<file path="src/rtl/udp_packet_builder.sv">
// rtl/udp_packet_builder.sv - UDP header + payload byte-stream builder.
// Define UDP_TX_CHECKSUM_EN to send a computed header checksum instead of 0x0000.
module udp_packet_builder (
    input  logic        clk,
    input  logic        rst,
    input  logic        start,
    input  logic [15:0] src_port_in,
    input  logic [15:0] dst_port_in,
    input  logic [15:0] payload_len_in,
    input  logic [7:0]  payload_data_in,
    input  logic        payload_valid_in,
    output logic        payload_ready_out,
    output logic [7:0]  data_out,
    output logic        data_valid_out,
    input  logic        data_ready_in,
    output logic        last_out,
    output logic        busy,
    output logic        len_error,
    output logic [15:0] pkt_count_out
);

    localparam logic [1:0]  S_IDLE    = 2'd0;
    localparam logic [1:0]  S_LATCH   = 2'd1;
    localparam logic [1:0]  S_HEADER  = 2'd2;
    localparam logic [1:0]  S_PAYLOAD = 2'd3;

    // Largest payload whose udp_len (payload + 8) still fits in 16 bits.
    localparam logic [15:0] MAX_PAYLOAD = 16'd65527;

    logic [1:0]  state_q,   state_d;
    logic [15:0] src_q,     src_d;
    logic [15:0] dst_q,     dst_d;
    logic [15:0] plen_q,    plen_d;
    logic [15:0] udp_len_q, udp_len_d;
    logic [15:0] remain_q,  remain_d;
    logic [2:0]  hdr_idx_q, hdr_idx_d;
    logic [15:0] pkt_cnt_q, pkt_cnt_d;
    logic        len_err_q, len_err_d;

    logic [15:0] udp_len_calc;
    logic [15:0] csum_w;
    logic [7:0]  hdr_byte;
    logic        hdr_active;
    logic        pay_active;
    logic        xfer;

    assign udp_len_calc = plen_q + 16'd8;

`ifdef UDP_TX_CHECKSUM_EN
    logic [15:0] csum_q;
    logic [15:0] csum_calc;
    logic [17:0] sum_raw;
    logic [16:0] sum_fold1;
    logic [15:0] sum_fold2;

    // Ones-complement sum with end-around carry; two folds suffice for three terms.
    always_comb begin
        sum_raw   = {2'b00, src_q} + {2'b00, dst_q} + {2'b00, udp_len_calc};
        sum_fold1 = {1'b0, sum_raw[15:0]} + {15'd0, sum_raw[17:16]};
        sum_fold2 = sum_fold1[15:0] + {15'd0, sum_fold1[16]};
        csum_calc = ~sum_fold2;
        if (csum_calc == 16'h0000) begin
            csum_calc = 16'hFFFF;
        end
    end

    always_ff @(posedge clk) begin
        if (rst) begin
            csum_q <= 16'h0000;
        end else if (state_q == S_LATCH) begin
            csum_q <= csum_calc;
        end
    end

    assign csum_w = csum_q;
`else
    assign csum_w = 16'h0000;
`endif

    always_comb begin
        case (hdr_idx_q)
            3'd0:    hdr_byte = src_q[15:8];
            3'd1:    hdr_byte = src_q[7:0];
            3'd2:    hdr_byte = dst_q[15:8];
            3'd3:    hdr_byte = dst_q[7:0];
            3'd4:    hdr_byte = udp_len_q[15:8];
            3'd5:    hdr_byte = udp_len_q[7:0];
            3'd6:    hdr_byte = csum_w[15:8];
            default: hdr_byte = csum_w[7:0];
        endcase
    end

    assign hdr_active = (state_q == S_HEADER);
    assign pay_active = (state_q == S_PAYLOAD);

    // Outputs are gated by rst so nothing leaks while reset is held mid-packet.
    assign data_valid_out    = !rst && (hdr_active || (pay_active && payload_valid_in));
    assign data_out          = pay_active ? payload_data_in : hdr_byte;
    assign payload_ready_out = !rst && pay_active && data_ready_in;
    assign last_out          = data_valid_out &&
                               ((hdr_active && (hdr_idx_q == 3'd7) && (plen_q == 16'd0)) ||
                                (pay_active && (remain_q == 16'd1)));
    assign xfer              = data_valid_out && data_ready_in;
    assign busy              = !rst && (state_q != S_IDLE);
    assign len_error         = !rst && len_err_q;
    assign pkt_count_out     = rst ? 16'h0000 : pkt_cnt_q;

    always_comb begin
        state_d   = state_q;
        src_d     = src_q;
        dst_d     = dst_q;
        plen_d    = plen_q;
        udp_len_d = udp_len_q;
        remain_d  = remain_q;
        hdr_idx_d = hdr_idx_q;
        pkt_cnt_d = pkt_cnt_q;
        len_err_d = 1'b0;

        case (state_q)
            S_IDLE: begin
                if (start) begin
                    if (payload_len_in <= MAX_PAYLOAD) begin
                        src_d     = src_port_in;
                        dst_d     = dst_port_in;
                        plen_d    = payload_len_in;
                        remain_d  = payload_len_in;
                        hdr_idx_d = 3'd0;
                        state_d   = S_LATCH;
                    end else begin
                        len_err_d = 1'b1;
                    end
                end
            end
            S_LATCH: begin
                udp_len_d = udp_len_calc;
                state_d   = S_HEADER;
            end
            S_HEADER: begin
                if (xfer) begin
                    if (hdr_idx_q == 3'd7) begin
                        if (plen_q == 16'd0) begin
                            pkt_cnt_d = pkt_cnt_q + 16'd1;
                            state_d   = S_IDLE;
                        end else begin
                            state_d   = S_PAYLOAD;
                        end
                    end else begin
                        hdr_idx_d = hdr_idx_q + 3'd1;
                    end
                end
            end
            S_PAYLOAD: begin
                if (xfer) begin
                    remain_d = remain_q - 16'd1;
                    if (remain_q == 16'd1) begin
                        pkt_cnt_d = pkt_cnt_q + 16'd1;
                        state_d   = S_IDLE;
                    end
                end
            end
            default: state_d = S_IDLE;
        endcase
    end

    always_ff @(posedge clk) begin
        if (rst) begin
            state_q   <= S_IDLE;
            src_q     <= 16'h0000;
            dst_q     <= 16'h0000;
            plen_q    <= 16'h0000;
            udp_len_q <= 16'h0000;
            remain_q  <= 16'h0000;
            hdr_idx_q <= 3'd0;
            pkt_cnt_q <= 16'h0000;
            len_err_q <= 1'b0;
        end else begin
            state_q   <= state_d;
            src_q     <= src_d;
            dst_q     <= dst_d;
            plen_q    <= plen_d;
            udp_len_q <= udp_len_d;
            remain_q  <= remain_d;
            hdr_idx_q <= hdr_idx_d;
            pkt_cnt_q <= pkt_cnt_d;
            len_err_q <= len_err_d;
        end
    end

endmodule

</file>
<file path="config.mk">
export PLATFORM = sky130hd
export DESIGN_NAME = udp_packet_builder
export DESIGN_NICKNAME = d
export VERILOG_FILES = /design/src/rtl/udp_packet_builder.sv
export SDC_FILE = /design/constraint.sdc
export NUM_CORES = 1
export LEC_CHECK = 0
export CAP_MARGIN = 30
export CORE_MARGIN = 1.5
export CORE_UTILIZATION = 53
export DETAILED_ROUTE_END_ITERATION = 8
export PLACE_DENSITY = 0.84
export SYNTH_ARGS = -nofsm -noshare
export SYNTH_HDL_FRONTEND = slang
export SYNTH_SLANG_ARGS = --single-unit
export TNS_END_PERCENT = 100
</file>
<file path="constraint.sdc">
create_clock -name clk -period 3.35 [get_ports clk]
set_clock_uncertainty 0.2 [all_clocks]
set_input_delay 0.67 -clock clk [delete_from_list [all_inputs] [get_ports clk]]
set_output_delay 0.67 -clock clk [all_outputs]
set_load 0.05 [all_outputs]
</file>
# Yosys cells after proc, flatten, opt, wreduce, memory -nomap -nowiden
# Index checks and enable logic that the tools add are counted.
[totals] output_inout_bits=29 in_bits=61 register_bits=102
[classes] muxes=27 reduce_logical=27 eq_ne=18 bitwise_logic=2 addsub=4 order_cmp=1
[ops] operator="$mux W16" n=9
[ops] operator="$pmux W16 S2" n=2
[ops] operator="$pmux W8 S6" n=1
[ops] operator="$add A16 B1 Y16 const B" n=1
[ops] operator="$add A16 B4 Y16 const B" n=1
[ops] operator="$eq A16 B1 Y1 const B" n=1
[ops] operator="$le A16 B16 Y1 const B" n=1
[ops] operator="$logic_not A16 Y1" n=1
[ops] operator="$sub A16 B1 Y16 const B" n=1
[ops] operator="$mux W2" n=7
[ops] operator="$mux W3" n=4
[ops] operator="$reduce_and A6 Y1" n=2
[ops] operator="$logic_and A1 B1 Y1" n=11
[ops] operator="$ne A2 B1 Y1 const B" n=5
[ops] operator="$eq A3 B3 Y1 const B" n=3
[ops] operator="$mux W8" n=1
[ops] operator="$pmux W2 S4" n=1
[ops] operator="$reduce_bool A2 Y1" n=4
[ops] operator="$eq A3 B2 Y1 const B" n=2
[ops] operator="$ne A2 B2 Y1 const B" n=3
[ops] operator="$pmux W3 S2" n=1
[ops] operator="$reduce_and A5 Y1" n=1
[ops] operator="$eq A2 B2 Y1 const B" n=2
[ops] operator="$reduce_and A4 Y1" n=1
[ops] operator="11 further kinds" n=13

# Depth between registers and ports, before layout
# Gate-level depths: netlist of the first run.
[depth] depth_word=7 depth_mapped=8 mapped_depth_nobuf=7

# Worst setup path before layout of the first run
# No wires, ideal clock.
[synth_timing] path_type="register to output" from="register hdr_idx_q[2]" to="output data_out[2]" required_time_ns=2.480 slack_ns=0.119 n_path_buf=3 arrival_time_ns=2.361 stages_incl_launch_ff=8 cell_sequence="dfxtp_1 > clkbuf_1 > clkbuf_1 > inv_1 > ha_1 > clkbuf_1 > a221oi_1 > o21ai_0"
[synth_via] elab_chain_len=3 elab_cells_between_ends=8
[synth_lines] element="start: declaration" line="36" rtl="logic [2:0] hdr_idx_q, hdr_idx_d;"
[synth_lines] element="start signal: assignment" line="183" rtl="hdr_idx_q <= hdr_idx_d;"
[synth_lines] element="$eq A3 B3 Y1 (tied with other cells)" line="81" rtl="case (hdr_idx_q)"
[synth_lines] element="$pmux W8 S6 *" line="81"
[synth_lines] element="$mux W8 *" line="98" rtl="assign data_out = pay_active ? payload_data_in : hdr_byte;"
[synth_lines] element="end: declaration" line="13" rtl="output logic [7:0] data_out,"
# Mark *: on every way between the ends. The rest lies on a longest branch, timed or not.

# Worst setup path after layout of the first run
[layout_timing] from="register hdr_idx_q[1]" to="output data_out[2]"
# Same word-level chain as after synthesis.

==> run_results.csv, run 1 <==
group,metric,value,unit
run_status,outcome,"completed",
floorplanning,row_count,35,
synthesis,synth-seq-cells,102,
cells_and_area,antenna_cells,0,
worst_setup_path,r2r-start,"state_q[1]",
cells_and_area,layoutNonFillerInstCount,869,
timing,setup_viol,0,
clock_tree,numCtsBuffers,9,
synthesis,synth_top_family_by_area,"simple AND/OR/NAND/NOR gates",
timing,hold_viol,0,
worst_setup_path,crit_required,2.48,ns
floorplanning,dieArea,10300,µm²
floorplanning,die-height,102,µm
clock_tree,cts_tree,"yes",
placed_design,dp.cells,853,
route,routedWlPerCell,15.2,µm
hold_path,hold_end,"dst_q[11]",
worst_setup_path,ff2ff_path_depth,6,
worst_setup_path,startpoint_type,"flip-flop",
cells_and_area,final_common_cell,"nand2_1",
timing,holdWs,0.262,ns
timing,fin_crit,3.16,ns
synthesis,synth_cells,666,
clock_tree,cts-root-buf,"clkbuf_8",
route,first_iter_violations,319,
timing,relSlewSlack,29.3,%
worst_setup_path,cp_top_family,"compound AO/OA/AOI/OAI gates",
cells_and_area,fin_util,67.4,%
timing,drv_slew,0,
worst_setup_path,critPathMaxStageDelay,0.40,ns
power,power_density,411,nW/µm²
synthesis,ys_async_sr_fraction,0,%
synthesis,synth_xor_area_share,2.04,%
clock_tree,numClockSinks,102,
timing,min_period_over_period,94.4,%
worst_setup_path,endpoint_kind,"output port",
worst_setup_path,cp_slowest_cell,"dfxtp_1",
route,viasPerCell,5.72,
synthesis,synth_edf_count,0,
timing,worst_slew_pin_slew,1.05,ns
power,p_leak,0.00230,µW
synthesis,syn_area,5150,µm²
floorplanning,coreArea,9330,µm²
synthesis,synth_nets,737,
placed_design,post-place-ws,0.261,ns
route,post-route-drc-count,0,
worst_setup_path,r2r_end,"remain_q[15]",
synthesis,synth-simple-area-share,27.1,%
synthesis,synthAdderAreaFrac,2.43,%
grt,antenna_found_initial,0,
route,drt_pass1_iterations,5,
worst_setup_path,rrSetupSlack,0.48,ns
synthesis,yosysWarnings,0,
job,cap_violations,0,
placed_design,portBuffers,89,
route,ant_nets,0,
synthesis,ys.flop_type,"dfxtp_1",
floorplanning,die_x,102,µm
worst_setup_path,arrival,2.29,ns
synthesis,synthMuxAreaShare,4.35,%
worst_setup_path,path_class,"reg2out",
placed_design,hpwl,9.51,mm
cells_and_area,area_delta_synth_final,22.0,%
clock_tree,cts_htree_levels,3,
grt,overflow,0,
synthesis,synth_compound_area_share,19.9,%
clock_tree,cts_buffer_depth,2,
placed_design,finalWeightedCongestion,0.877,
power,ir_drop,0.213,mV
timing,clock.fmax,316,MHz
timing,fin_tns_setup,0,ns
worst_setup_path,crit_chain,"inv_1 -> ha_1 -> buf_4 -> a222oi_1 -> nor2_1 -> a221oi_1 -> o21ai_0 -> buf_4",
route,num_vias,4975,
worst_setup_path,worst-path-buf-inv,3,
hold_path,hp-start,"dst_q[11]",
synthesis,syn_avg_cell_area,7.74,µm²
hold_path,hold_depth,2,
worst_setup_path,cp_num_cells,8,
synthesis,ys_types,52,
grt,grt_usage,25.3,%
route,drt_wl_total,13.2,mm
cells_and_area,nets,806,
timing,grt_setup_unrepaired,"no",
clock_tree,clkLatencyLatePin,0.36,ns
clock_tree,clk_transition_reported_paths,0.11,ns
floorplanning,ios,90,
grt,grt_pass1_vias,4539,
worst_setup_path,crit_fanout,10,
cells_and_area,layout_common_cells,"nand2_1 (136), dfxtp_1 (102), a21oi_1 (84)",
grt,grt_pass1_wl,21.0,mm
cells_and_area,drive_gt1_share,9.73,%
grt,grt_max_degree,54,
worst_setup_path,crit_top_cell,"buf_4",
hold_path,hold_class,"reg2reg",
timing,layout_setup_ws,0.186,ns
synthesis,synth_seq_area_share,39.6,%
floorplanning,start_util,55.3,%
report_power, final:
group	leakage [µW]	internal (µW)	switching, µW
Sequential	0.000834	1280	66.2
Combinational	0.00138	200	277
Clock	0.0000925	304	454
cells in the mapped netlist, types with 3 or more instances:
master,instances,area (µm²)
dfxtp_1,102,2040
xnor2_1,5,43.8
o31ai_1,4,30.0
nand2b_1,6,37.5
nor4_2,3,37.5
or3_1,4,25.0
a221oi_1,8,70.1
ha_1,10,125
xor2_1,7,61.3
a211oi_1,12,90.1
clkbuf_1,33,124
nand2_1,136,510
inv_1,14,52.6
nand4_1,14,87.6
a222oi_1,4,40.0
buf_2,4,20.0
o21a_1,3,22.5
a21oi_1,84,420
a22o_1,6,52.6
mux2_1,4,45.0
a22oi_1,5,37.5
nor4_1,5,31.3
buf_1,4,15.0
nor3_1,8,40.0
and2_1,10,62.6
nor3b_1,3,22.5
and4_1,5,43.8
nor2_1,57,214
o21ai_0,29,145
nor2b_1,17,106
nand3_1,18,90.1
mux2_2,15,169
worst register-to-register path: cells and delay by family, from the launching register on:
kind | cells | cell delay, ns
AND/OR/NAND/NOR | 2 | 0.75
flip-flops | 1 | 0.51
buffers and inverters | 1 | 0.31
AO/OA/AOI/OAI | 3 | 1.01
state kept, by name, indices dropped and copies added (netlist names), 2 cells and up:
signal,cells
hdr_idx_q,3
remain_q,16
dst_q,16
src_q,16
udp_len_q,16
plen_q,16
pkt_cnt_q,16
state_q,2
worst max-delay path by stage:
stage,end,from,slack (ns)
2_1_floorplan,data_out[2],hdr_idx_q[2],0.12
3_3_place_gp,data_out[4],hdr_idx_q[0],0.32
3_5_place_dp,data_out[4],hdr_idx_q[0],0.26
4_1_cts,data_out[4],hdr_idx_q[0],0.14
5_1_grt,data_out[2],hdr_idx_q[1],0.03
6_report,data_out[2],hdr_idx_q[1],0.19
metrics by stage:
| stage | instance area, µm² | total power (µW) |
|---|---|---|
| 2_1_floorplan | 5150 | 1660 |
| 3_3_place_gp | 6090 | 1830 |
| 3_5_place_dp | 6090 | 1850 |
| 4_1_cts | 6280 | 2580 |
| 5_1_grt | 6290 | 2690 |
| 6_report | 6290 | 2580 |
kinds of logic (layout without fill, tap and decap cells):
| kind of cell | after synthesis | in the layout |
|---|---|---|
| buffers and inverters | 57 | 131 |
| and+or+nand+nor | 296 | 296 |
| AOI/OAI and AO/OA | 169 | 169 |
| DFF | 102 | 102 |
| adders and majority gates | 10 | 10 |
| muxes | 20 | 20 |
| xor gates and xnor gates | 12 | 12 |
routing by layer:
layer	share of wire [%]	vias up	GRT usage [%]
li1	-	2484	-
met1	44	2266	32.7
met2	48	196	43.2
met3	5.8	29	3.59
met4	2.0	0	8.97
met5	0	-	0
layout make-up:
type,count,area [µm²]
Clock buffer,10,138
Clock inverter,6,55.1
Fill cell,776,3040
Inverter,14,52.6
Multi-Input combinational cell,507,2890
Sequential cell,102,2040
Tap cell,129,161
Timing Repair Buffer,101,946
what timing repair did:
| item | CTS | global route |
|---|---|---|
| setup buffers | 0 | 0 |
| hold buffers | 0 | 0 |
| gates resized for setup | 1 | 3 |
| endpoints found under the setup margin | 1 | 2 |
Power figures use the tool's default switching activity.
==> run 2: changes to the inputs <==
--- a/config.mk
+++ b/config.mk
@@ -9,6 +9,7 @@
 export CORE_MARGIN = 1.5
 export CORE_UTILIZATION = 53
 export DETAILED_ROUTE_END_ITERATION = 8
+export GPL_TIMING_DRIVEN = 0
 export PLACE_DENSITY = 0.84
 export SYNTH_ARGS = -nofsm -noshare
 export SYNTH_HDL_FRONTEND = slang
==> run 2 against run 1 <==
Compared with the run above: setup slack got worse by 0.12 ns; sequential power barely moved; critical path depth decreased by 4; clock power grew 3.3%; power increased by 1.7%; cell area grew 1.6%; largest cell class unchanged; count of clock-buffer cells in the layout increased by 3; critical endpoint is now data_valid_out; global-route usage increased by 4.1 points; final cell count up 3.3%; worst hold slack worse by 0.0011 ns; sequential share of layout area fell by 0.52 points.
==> run_results.csv, run 2 (synthesized netlist as in run 1, its figures left out) <==
group,metric,value,unit
worst_setup_path,r2r_end,"src_q[2]",
timing,fin_tns_setup,0,ns
grt,grt_max_degree,16,
worst_setup_path,path_class,"in2out",
floorplanning,die-height,102,µm
timing,hold_viol,0,
timing,min_period_over_period,98.0,%
worst_setup_path,crit_end,"data_valid_out",
timing,relSlewSlack,46.1,%
route,first_iter_violations,340,
placed_design,finalWeightedCongestion,0.920,
worst_setup_path,crit_required,2.48,ns
clock_tree,numClockSinks,102,
timing,drv_slew,0,
cells_and_area,drive_gt1_share,8.58,%
route,drt_wl_total,14.8,mm
worst_setup_path,crit_top_cell,"clkdlybuf4s50_1",
clock_tree,cts_tree,"yes",
floorplanning,coreArea,9330,µm²
worst_setup_path,worst-path-buf-inv,2,
floorplanning,ios,90,
cells_and_area,nets,835,
cells_and_area,antenna_cells,0,
job,cap_violations,0,
grt,antenna_found_initial,0,
worst_setup_path,cp_num_cells,4,
worst_setup_path,cp_top_family,"buffers and inverters",
cells_and_area,nFillCells,789,
clock_tree,post_cts_buffers,0,
clock_tree,numCtsBuffers,9,
power,ir_drop,0.218,mV
placed_design,hpwl,11.2,mm
run_status,outcome,"completed",
worst_setup_path,cp_slowest_cell,"clkdlybuf4s50_1",
clock_tree,clk_transition_reported_paths,0.09,ns
route,drt_pass1_iterations,9,
cells_and_area,final_common_cell,"nand2_1",
grt,grt_pass1_wl,23.9,mm
worst_setup_path,startpoint_type,"input pin",
timing,grt_setup_unrepaired,"no",
clock_tree,postCtsHoldBufs,0,
route,post-route-drc-count,0,
worst_setup_path,worstSetupStartpoint,"rst",
timing,setup_viol,0,
route,ant_nets,0,
timing,worst_slew_pin_slew,0.807,ns
worst_setup_path,r2r-start,"state_q[1]",
power,p_leak,0.00249,µW
clock_tree,cts_htree_levels,3,
timing,holdWs,0.261,ns
placed_design,portBuffers,89,
hold_path,hold_class,"reg2reg",
floorplanning,row_count,35,
power,power_density,411,nW/µm²
clock_tree,cts_buffer_depth,2,
worst_setup_path,crit_chain,"clkdlybuf4s50_1 -> nor2b_1 -> and2_1 -> clkdlybuf4s50_1",
worst_setup_path,rrSetupSlack,0.65,ns
clock_tree,cts-root-buf,"clkbuf_8",
timing,clock.fmax,304,MHz
cells_and_area,area_delta_synth_final,23.9,%
worst_setup_path,crit_fanout,7,
worst_setup_path,ff2ff_path_depth,8,
floorplanning,die_x,102,µm
route,viasPerCell,5.77,
cells_and_area,layout_common_cells,"nand2_1 (136), dfxtp_1 (102), a21oi_1 (84)",
route,num_vias,5182,
floorplanning,start_util,55.3,%
grt,grt_pass1_vias,5076,
route,routedWlPerCell,16.5,µm
floorplanning,dieArea,10300,µm²
grt,overflow,0,
timing,fin_crit,3.28,ns
clock_tree,clkLatencyLatePin,0.36,ns
worst_setup_path,endpoint_kind,"output port",
grt,grt_usage,29.5,%
worst_setup_path,arrival,2.41,ns
worst_setup_path,critPathMaxStageDelay,0.82,ns
-- run 2: cell types whose count changed in the layout (fill, tap and decap cells not counted), moves of 2 or more --
cell,previous run,this run
buf_4,28,0
clkbuf_1,0,26
buf_2,0,11
clkbuf_2,1,10
clkdlybuf4s50_1,71,63
dlygate4sd2_1,0,8
dlymetal6s2s_1,0,7
buf_1,0,3
buf_6,0,2
clkdlybuf4s15_2,0,2
clkinvlp_4,2,0
inv_8,2,0
-- run 2: power by group --
group          internal [µW]  switching (µW)
logic                    200             301
registers               1280            62.9
clock network            368             414
total                   1850             778
-- run 2: how the worst min path moves through the flow --
| stage | slack [ns] | to | cells after the start | startpoint |
|---|---|---|---|---|
| 2_1_floorplan | 0.23 | udp_len_q[0] | 2 | udp_len_q[0] |
| 3_3_place_gp | 0.24 | src_q[1] | 2 | src_q[1] |
| 3_5_place_dp | 0.25 | src_q[15] | 2 | src_q[15] |
| 4_1_cts | 0.26 | src_q[1] | 2 | src_q[1] |
| 5_1_grt | 0.28 | src_q[6] | 2 | src_q[6] |
| 6_report | 0.26 | dst_q[8] | 2 | dst_q[8] |
-- run 2: final cells by class --
| class | count | area (µm²) | share of cell area, % |
|---|---|---|---|
| clock buffer | 13 | 149 | 2.33 |
| multi-input combinational | 507 | 2900 | 45.3 |
| clock inverter | 3 | 43.8 | 0.686 |
| buffer | 41 | 188 | 2.94 |
| tap | 129 | 161 | 2.53 |
| inverter | 14 | 52.6 | 0.823 |
| sequential | 102 | 2040 | 32.0 |
| timing repair buffer | 89 | 856 | 13.4 |
-- run 2: worst reg2reg max path, stage by stage (launching register included) --
cell and delay, ns:
dfxtp_1 0.31, clkbuf_1 0.19, nand2b_1 0.24, nand2b_1 0.22, nor2_1 0.37, clkbuf_1 0.38
clkbuf_1 0.46, nand2_1 0.11, a21oi_1 0.15
-- run 2: what timing repair did --
action                                  in CTS  in global routing
pin swaps                                    0                  1
endpoints found under the setup margin      25                 38
resized for setup                           52                 27
-- run 2: per-layer routing --
layer	track usage, %	share of wire [%]	vias up
met2	51.6	48	224
met3	4.21	7.5	30
met4	12.1	2.5	0
li1	-	-	2542
met1	36.2	42	2386
met5	0	0	-
-- run 2: metrics by stage --
stage / power [µW] / worst slack (ns) / instance area [µm²] / cells / utilization (%)
2_1_floorplan: 1660 / 0.119 / 5150 / 666 / -
3_3_place_gp: 1850 / -0.505 / 6210 / 884 / 66.5
3_5_place_dp: 1870 / -0.495 / 6210 / 884 / 66.5
4_1_cts: 2630 / -0.153 / 6390 / 900 / 68.5
5_1_grt: 2740 / 0.0112 / 6390 / 898 / 68.5
6_report: 2630 / 0.0658 / 6390 / 898 / 68.5
==> run 3: changes to the inputs <==
--- a/config.mk
+++ b/config.mk
@@ -11,6 +11,7 @@
 export DETAILED_ROUTE_END_ITERATION = 8
 export GPL_TIMING_DRIVEN = 0
 export PLACE_DENSITY = 0.84
+export SLEW_MARGIN = 20
 export SYNTH_ARGS = -nofsm -noshare
 export SYNTH_HDL_FRONTEND = slang
 export SYNTH_SLANG_ARGS = --single-unit
==> results of run 3 <==
No change in the layout: final DEF, timing and power equal those of run 2.
==> variant 1 (config.mk and constraints of run 2) <==
Register the output `pkt_count_out`, with the module's reset; this adds one clock of latency there. The other outputs are not delayed to match.
--- a/src/rtl/udp_packet_builder.sv
+++ b/src/rtl/udp_packet_builder.sv
@@ -103,7 +103,13 @@
     assign xfer              = data_valid_out && data_ready_in;
     assign busy              = !rst && (state_q != S_IDLE);
     assign len_error         = !rst && len_err_q;
-    assign pkt_count_out     = rst ? 16'h0000 : pkt_cnt_q;
+    always_ff @(posedge clk) begin
+        if (rst) begin
+            pkt_count_out <= '0;
+        end else begin
+            pkt_count_out <= rst ? 16'h0000 : pkt_cnt_q;
+        end
+    end
 
     always_comb begin
         state_d   = state_q;
Function: same outputs for any inputs over 10 cycles, from zero or initial values and one cycle with rst high; that may be too few to reach the edited logic, so the function may still have changed.
==> variant 1 against run 2 <==
Via count increased by 6.1%. Sequential share of layout area increased by 1.1 points. Wire length is 12% higher. Synthesized area is 5.9% higher. Cell area increased by 12%. Sequential cell count rose by 16. Setup slack worse by 0.0012 ns. Core utilization rose by 3.9 points. Critical endpoint is now data_out[4]. Highest routed layer unchanged.
Power is not compared: it rests on default switching activity, and its combinational part moved more than twofold at a synthesized area within 25%.
==> variant 1: results (changes against run 2) <==
| Metric | Value |
|---|---|
| PortBufs | 88 (-1.1%) |
| Avg Vias per Cell | 5.98 (+3.7%) |
| Layout cells sized above 1 | 0.113 (+0.0274) |
| ANT cells | 0 (unchanged) |
| Detail Placement HPWL | 11.8 mm (+5.5%) |
| Final slew viol count | 0 (unchanged) |
| Final nets | 844 (+1.1%) |
| Max_slew headroom | 0.520 (+0.0590) |
| Initial antenna violation count | 0 (unchanged) |
| CTS buffer count | 17 (+8) |
| Global-route wire length before repair | 26.8 mm (+12%) |
| Post-synth cell types | 53 (+1.9%) |
| Iter 0 DRT Violations | 435 (+28%) |
| List of most frequent post-synthesis cells | nand2_1 (126), dfxtp_1 (118), a21oi_1 (79) |
| Largest fanout on the critical path | 10 (+3) |
| Vias in the first global route | 5,387 (+6.1%) |
| GRT Resource Usage Total | 0.307 (+0.0128) |
| Skew-Pair Late Insertion Delay | 0.51 ns (+0.15 ns) |
| Max VDD drop | 0.000458 V |
| DP Area | 6520 µm² (+5.0%) |
| GPL Wtd Cong | 0.996 (+8.3%) |
| Leakage | 2.67 nW |
| Post-synth ARST share | 0 (unchanged) |
| Wirelength, routed | 16.6 mm (+12%) |
| Status | finished clean |
| Sequential share of the synthesized area | 0.433 (+0.0364) |
| Synth top area cells | dfxtp_1 (43%), nand2_1 (8.7%), a21oi_1 (7.2%), nor2_1 (3.3%), nor2b_1 (2.9%) |
| Largest net degree at the start of global routing | 20 (+4) |
| Worst-path clk slew | 0.06 ns (-0.03 ns) |
| Pre-CTS setup slack | -0.713 ns (-0.218 ns) |
| H-tree depth | 4 (+1) |
| Hold WC Path Type | flip-flop to flip-flop |
| Router iterations before antenna repair | 6 (-3) |
| Syn_nets | 740 (+0.41%) |
[variant 1: metal layers]
layer  track usage  share of wire  up-vias
li1              -              -     2596
met1         0.375           0.41     2526
met2         0.519           0.47      326
met3        0.0702          0.083       49
met4         0.130          0.031        0
met5             0              0        -
[variant 1: worst max-delay path, cell delays in order (launching register included)]
cell and delay [ns]:
dfxtp_4 0.39, clkbuf_8 0.18, clkbuf_4 0.21, inv_1 0.09
ha_2 0.27, a32oi_2 0.22, o2111ai_1 0.17, o21a_1 0.17
buf_2 0.21
[variant 1: final cells by class]
type,instances,area [µm²]
Fill cell,704,2720
Sequential cell,118,2370
Clock inverter,13,181
Clock buffer,19,422
Buffer,46,219
Timing Repair Buffer,88,848
Tap cell,133,166
Inverter,6,22.5
Multi-Input combinational cell,496,2920
[variant 1: through the flow]
step | util | TNS, ns | std cells
3_3_place_gp | 0.660 | -5.60 | 890
2_1_floorplan | - | 0 | 669
5_1_grt | 0.724 | 0 | 919
3_5_place_dp | 0.660 | -6.22 | 890
6_report | 0.724 | 0 | 919
4_1_cts | 0.723 | 0 | 920
[variant 1: kinds of logic after synthesis]
group | Yosys count | synth area share
AND/OR/NAND/NOR | 290 | 0.257
AO/OA/AOI/OAI | 166 | 0.190
flip-flops | 118 | 0.433
buffers and inverters | 55 | 0.0406
multiplexers | 21 | 0.0419
adder cells (fa/ha/maj) | 10 | 0.0229
XOR/XNOR | 9 | 0.0144
[variant 1: where the power goes]
part,switching (mW),leakage (nW),internal [mW]
Sequential,0.200,0.963,1.62
Clock,0.639,0.280,1.20
Combinational,1.03,1.43,0.548
[variant 1: path summary, 6_finish.rpt]
kind | start | endpoint | slack [ns] | cells past startpoint
setup / recovery | hdr_idx_q[2] | data_out[4] | 0.06 | 8
hold reg to reg | src_q[15] | src_q[15] | 0.26 | 2
hold / removal | src_q[15] | src_q[15] | 0.26 | 2
setup reg to reg | state_q[0] | plen_q[0] | 0.71 | 7
[variant 1: timing repair]
action / CTS / global route
resized for setup: 68 / 7
pin swaps: 0 / 0
endpoints found under the setup margin: 12 / 11
==> variant 2 (config.mk and constraints of run 2) <==
Made on the original files. Build with the macro `UDP_TX_CHECKSUM_EN` defined.
--- a/src/rtl/udp_packet_builder.sv
+++ b/src/rtl/udp_packet_builder.sv
@@ -1,5 +1,7 @@
 // rtl/udp_packet_builder.sv - UDP header + payload byte-stream builder.
 // Define UDP_TX_CHECKSUM_EN to send a computed header checksum instead of 0x0000.
+`define UDP_TX_CHECKSUM_EN
+
 module udp_packet_builder (
     input  logic        clk,
     input  logic        rst,
Function: changed (Yosys sat finds a counterexample within 10 cycles, from zero or initial values and one cycle with rst high).
==> variant 2 against run 2 <==
The run now ends with negative setup slack left. First-iteration DRC count increased by 120%. Sequential cell count up 16. Combinational power increased to 2.8 times the old value. Wire length is 80% higher. Setup slack got worse by 4.1 ns. Synthesized area grew 50%. Total power increased by 92%. Global-route usage rose by 4.6 points. Cell area up 64%. Count of clock-buffer cells in the layout is 11 higher. Critical endpoint is now csum_q[13]. Largest cell class unchanged. Largest power group is now clock.
==> variant 2: results (changes against run 2) <==
| Metric | Value |
|---|---|
| Max_slew headroom | 0.420 (-0.0408) |
| Leakage | 4.07 nW (+63%) |
| Largest net degree at the start of global routing | 17 (+1) |
| Post-route cell area | 10,500 µm² (+64%) |
| Synth Area in Compound Gates | 0.202 (+0.00329) |
| Crit path capture | csum_q[13] |
| Failing checks | negative setup slack |
| Layout cells sized above 1 | 0.206 (+0.120) |
| Wirelength, routed | 26.6 mm (+80%) |
| Router iterations before antenna repair | 7 (-2) |
| Final setup violation count | 16 (+16) |
| Met2 routed WL | 12.6 mm (+77%) |
| Max VDD drop | 0.000395 V (+81%) |
| DP Area | 9040 µm² (+46%) |
| GPL Wtd Cong | 1.02 (+11%) |
| Status | finished with violations |
| Final nets | 1,235 (+48%) |
| Synth top area cells | dfxtp_1 (31%), nand2_1 (7.6%), a21oi_1 (6.6%), nor2_1 (5.2%), ha_1 (4.7%) |
| Synth Area in Adders | 0.0949 (+0.0706) |
| Syn_nets | 1,100 (+49%) |
| H-tree depth | 4 (+1) |
| Fillers | 956 (+21%) |
| CP top delay family | simple AND/OR/NAND/NOR gates |
| Pre-CTS setup slack | -4.92 ns (-4.43 ns) |
| Vias after detailed routing | 8,182 (+58%) |
| Final worst slack | -4.02 ns (-4.08 ns) |
| Sequential share of the synthesized area | 0.306 (-0.0906) |
| Vias in the first global route | 7,640 (+51%) |
variant 2: final cells by class:
| type | count | share of cell area |
|---|---|---|
| sequential | 118 | 0.227 |
| multi-input combinational | 781 | 0.539 |
| buffer | 50 | 0.0244 |
| tap | 180 | 0.0215 |
| clock inverter | 8 | 0.0161 |
| clock buffer | 24 | 0.0459 |
| inverter | 31 | 0.0111 |
| timing repair buffer | 128 | 0.115 |
variant 2: how the worst min path moves through the flow:
| stage | startpoint | end | slack [ns] | cells after the start |
|---|---|---|---|---|
| after floorplan | udp_len_q[0] | udp_len_q[0] | 0.23 | 2 |
| after global placement | udp_len_q[1] | udp_len_q[1] | 0.24 | 2 |
| after detailed placement | udp_len_q[1] | udp_len_q[1] | 0.25 | 2 |
| after CTS | udp_len_q[1] | udp_len_q[1] | 0.25 | 2 |
| after global routing | dst_q[8] | dst_q[8] | 0.29 | 2 |
| final | dst_q[8] | dst_q[8] | 0.26 | 2 |
variant 2: logic make-up after synthesis:
logic type,after synthesis
AND/OR/NAND/NOR,420
AO/OA/AOI/OAI,242
flip-flops,118
buffers and inverters,93
XOR/XNOR,51
adder cells (fa/ha/maj),48
multiplexers,20
variant 2: tightest hold or removal path, stage by stage, from the launching register on:
cell     delay [ns]
dfxtp_1        0.31
nand2_1        0.05
a21oi_1        0.05
variant 2: report_power, final:
group | internal (mW) | switching (mW)
clock network | 1.38 | 0.663
registers | 1.50 | 0.115
logic | 0.546 | 0.848
total | 3.42 | 1.63
variant 2: layer usage:
layer	vias up	global-route usage
met5	-	0
met4	2	0.175
met3	106	0.0746
met2	467	0.553
met1	3855	0.427
li1	3752	-
variant 2: timing repair:
item / CTS / global route
gates cloned: 1 / 1
buffers inserted: 22 / 15
pin swaps: 36 / 12
endpoints found under the setup margin: 40 / 77
resized for setup: 164 / 46
